===== src/rtl/riscv_pkg.sv =====
// Shared widths and constants for the integer register file.
package riscv_pkg;

  localparam int XLEN       = 32;
  localparam int REG_ADDR_W = 5;
  localparam int NUM_REGS   = 32;

  typedef logic [XLEN-1:0]       word_t;
  typedef logic [REG_ADDR_W-1:0] reg_idx_t;

  localparam reg_idx_t ZERO_REG = 5'd0;

endpackage


===== src/rtl/reg_file_rdport.sv =====
// One combinational read port: index decode, x0 forcing, optional write-first bypass.
// Bypass is compiled in when REGFILE_BYPASS_EN is defined; otherwise the port is read-first.
module reg_file_rdport
  import riscv_pkg::*;
(
  input  logic                           i_rst_n,
  input  reg_idx_t                       i_addr,
  input  logic [NUM_REGS-1:0][XLEN-1:0]  i_regs,
  input  logic                           i_we,
  input  reg_idx_t                       i_waddr,
  input  word_t                          i_wdata,
  output word_t                          o_rdata
);

`ifdef REGFILE_BYPASS_EN
  always_comb begin
    o_rdata = i_regs[i_addr];
    if (i_we && (i_waddr == i_addr))
      o_rdata = i_wdata;
    // x0 and the reset cycle always win over bypassed data
    if ((i_addr == ZERO_REG) || !i_rst_n)
      o_rdata = '0;
  end
`else
  logic w_unused;
  assign w_unused = &{1'b0, i_we, i_waddr, i_wdata};

  always_comb begin
    o_rdata = i_regs[i_addr];
    if ((i_addr == ZERO_REG) || !i_rst_n)
      o_rdata = '0;
  end
`endif

endmodule


===== src/rtl/reg_file.sv =====
// 31x32 register file (x0 hardwired to zero), two combinational read ports, one write port.
// Define REGFILE_BYPASS_EN for write-first same-cycle reads; default is read-first.
module reg_file
  import riscv_pkg::*;
(
  input  logic                  clk,
  input  logic                  rst_n,
  input  logic [REG_ADDR_W-1:0] A1,
  input  logic [REG_ADDR_W-1:0] A2,
  input  logic [REG_ADDR_W-1:0] A3,
  input  logic [XLEN-1:0]       WD3,
  input  logic                  WE3,
  output logic [XLEN-1:0]       RD1,
  output logic [XLEN-1:0]       RD2
);

  word_t                          r_regs [1:NUM_REGS-1];
  logic [NUM_REGS-1:0][XLEN-1:0]  w_regs;

  assign w_regs[0] = '0;
  for (genvar g = 1; g < NUM_REGS; g++) begin : g_view
    assign w_regs[g] = r_regs[g];
  end

  // Index 0 has no slot, so a write to A3=0 matches nothing and is dropped.
  always_ff @(posedge clk) begin
    if (!rst_n) begin
      for (int i = 1; i < NUM_REGS; i++)
        r_regs[i] <= '0;
    end else begin
      for (int i = 1; i < NUM_REGS; i++)
        if (WE3 && (A3 == REG_ADDR_W'(i)))
          r_regs[i] <= WD3;
    end
  end

  reg_file_rdport u_rdport1 (
    .i_rst_n (rst_n),
    .i_addr  (A1),
    .i_regs  (w_regs),
    .i_we    (WE3),
    .i_waddr (A3),
    .i_wdata (WD3),
    .o_rdata (RD1)
  );

  reg_file_rdport u_rdport2 (
    .i_rst_n (rst_n),
    .i_addr  (A2),
    .i_regs  (w_regs),
    .i_we    (WE3),
    .i_waddr (A3),
    .i_wdata (WD3),
    .o_rdata (RD2)
  );

endmodule


===== config.mk =====
export PLATFORM = sky130hd
export DESIGN_NAME = reg_file
export DESIGN_NICKNAME = d
export VERILOG_FILES = /design/src/rtl/riscv_pkg.sv /design/src/rtl/reg_file_rdport.sv /design/src/rtl/reg_file.sv
export SDC_FILE = /design/constraint.sdc
export NUM_CORES = 2
export LEC_CHECK = 0
export CORE_UTILIZATION = 57
export DETAILED_ROUTE_END_ITERATION = 12
export PLACE_DENSITY = 0.77
export SLEW_MARGIN = 20
export SYNTH_ARGS = -nofsm -noshare
export SYNTH_HDL_FRONTEND = slang
export SYNTH_SLANG_ARGS = --single-unit
export TNS_END_PERCENT = 30

===== constraint.sdc =====
create_clock -name clk -period 4.1 [get_ports clk]
set_clock_uncertainty 0.05 [all_clocks]
set_input_delay 0.82 -clock clk [delete_from_list [all_inputs] [get_ports clk]]
set_output_delay 0.82 -clock clk [all_outputs]
set_load 0.05 [all_outputs]

==> results.toml <==
[outcome]
status = "finished, final reports clean"

[logic_synthesis]
dominantRegCellSynth = "edfxtp_1"
syn_inst = 3774
ys_seq_area_frac = 0.545
yosysUniqueCellTypes = 48
syn_avg_cell_area_sq_um = 14.5
syn-num-nets = 3824
synth_edf_count = 992
synth_warnings = 0
synth_area_leaders = "edfxtp_1 54%, mux4_2 14%, and2_1 11%, mux2i_1 4.3%, mux2_2 2.6%"
synthDominantCellAreaShare = 0.545
ys_ff_latch = 992
yosys-top-cells-count = "995 x and2_1, 992 x edfxtp_1, 347 x mux4_2"
synth_area_leader_cell = "edfxtp_1"
synth.cell_area_sq_mm = 0.0547
yosysMostFrequentCell = "and2_1"
async_reset_ff_frac = 0

[timing]
fin_crit_sh = 0.994
relSlewSlack = 0.273
setup_viol = 0
setup_ws_ns = 0.0228
rsz0062_at_grt = "no"
finalMaxSlewViolations = 0
final-hold-violation-count = 0
period_needed_ns = 4.08
holdWs_ns = 0.763
fmax_ghz = 0.245
worst_pin_slew_ns = 1.09

[die]
pin_count = 114
dieArea_sq_mm = 0.0972
num_rows = 113
initial_core_util = 0.576
core_sq_mm = 0.0950
die_y_microns = 312
die_w_microns = 312

[placed_design]
gp_congestion = 0.979
dp_slack_ns = 0.0659
dp_cells = 4997
portBuffers = 113
dpl.hpwl_microns = 107000

[detailed_routing]
drt_iter0_drc = 5346
via_per_inst = 7.00
ant_nets = 0
drc = 0
route.vias.total = 36283
wl_per_cell_microns = 33.2
wl_microns = 172000
dr.pass1.iters = 8

[global_routing]
first_global_vias = 36413
grt_max_degree = 51
grt_pass1_wl_microns = 250000
antenna_found_initial = 10
grt_usage = 0.356
overflow = 0

[clock_network]
cts_sinks = 992
hold_buffers = 0
cts_resized = 0
clock_path_buffers = 3
numCtsBuffers = 103
post_cts_buffers = 0
htreeDepth = 3
path_clk_slew_ns = 0.06
ctsRootBufferMaster = "clkbuf_16"
cts_tree = "yes"

[worst_setup_path]
crit_chain = "clkdlybuf4s50_1 > buf_4 > and2_1 > buf_4 > a2111oi_1 > buf_4 > buf_12"
worstSetupEndpointType = "primary output"
path_common_cell = "buf_4"
worst_path_largest_cell_delay_ns = 0.51
crit_fanout = 16
arrival_ns = 3.21
start_kind = "primary input"
cp_data_required_time_ns = 3.23
slowest_stage = "clkdlybuf4s50_1"
crit_type = "primary input to primary output"

[finish]
syn2layout_area_growth_pct = 14.4
largest_reg_flops = 992
drive_above_1_share = 0.284
nNetsFinal = 3887
top_register = "r_regs"
final_cells = 5186
final_util = 0.658
largest_registers = "r_regs x992"

[power_and_ir_drop]
total_power_mw = 25.3
vdd_ir_drop_max_v = 0.000354
power_density_mw_per_mm2 = 404
leakagePower_nw = 22.0

[hold_path]
hold_path_depth = 2
min_path_type = "primary input to flip-flop"
whs_endpoint = "r_regs[0][187]$_SDFFCE_PN0P_"
min-delay-start = "WD3[27]"

[run]
max_cap_viol_count = 0
cells in the final DEF, fill, tap and decap left out, drive strengths merged, types with 37 or more instances in the layout:
| master | synthesis | final |
|---|---|---|
| nor2b | 43 | 43 |
| nand2b | 37 | 37 |
| mux2 | 127 | 127 |
| buf | 144 | 344 |
| mux2i | 235 | 235 |
| nor2 | 97 | 97 |
| a21oi | 46 | 46 |
| a221o | 63 | 63 |
| mux4 | 356 | 356 |
| clkbuf | 270 | 119 |
| clkinv | 0 | 47 |
| nand2 | 62 | 62 |
| and2 | 995 | 995 |
| a2111oi | 46 | 46 |
| edfxtp | 992 | 992 |
per-stage QoR:
step | TNS [ns] | area (sq um)
6_report | 0 | 62600
4_1_cts | 0 | 62600
3_5_place_dp | 0 | 59300
5_1_grt | 0 | 62500
3_3_place_gp | 0 | 59300
2_1_floorplan | -68.46 | 54700
worst max-delay path by stage:
stage | startpoint | endpoint | cells after the start
5_1_grt | A2[4] | RD2[27] | 7
4_1_cts | A2[0] | RD2[27] | 8
2_1_floorplan | A2[0] | RD2[27] | 6
3_5_place_dp | A2[0] | RD2[27] | 8
6_report | A2[4] | RD2[27] | 7
3_3_place_gp | A2[0] | RD2[27] | 8
power breakdown:
group	internal (mW)	switching (mW)
Sequential	11.7	0.302
Combinational	1.65	2.17
Clock	5.40	4.00
Total	18.8	6.48
logic make-up after synthesis:
family / count (synthesis) / synth area share
buffers and inverters: 417 / 0.0412
muxes: 718 / 0.216
DFF: 992 / 0.545
and+or+nand+nor: 1299 / 0.141
AOI/OAI and AO/OA: 348 / 0.0563
cell type report:
type / instances / area, sq um
inverter: 3 / 11.3
tap: 1265 / 1580
sequential: 992 / 29800
multi-input combinational: 2365 / 23200
antenna: 4 / 10.0
clock buffer: 118 / 2630
fill: 6589 / 32500
clock inverter: 67 / 677
timing repair buffer: 372 / 4700
per-layer routing:
metal | track usage | share of wire | vias to the layer above | routed length (microns)
met1 | 0.468 | 0.35 | 18255 | 60100
met2 | 0.547 | 0.46 | 2872 | 78800
met3 | 0.0776 | 0.13 | 615 | 21600
met4 | 0.211 | 0.069 | 8 | 11900
met5 | 0 | 0.00028 | - | 49
li1 | - | - | 14533 | -
critical path: cells and delay by family:
| family | cells | cell delay (ns) |
|---|---|---|
| compound gates | 1 | 0.50 |
| simple gates | 1 | 0.49 |
| buf+inv | 5 | 1.40 |
Note: power is estimated with default switching activity, not from simulation.
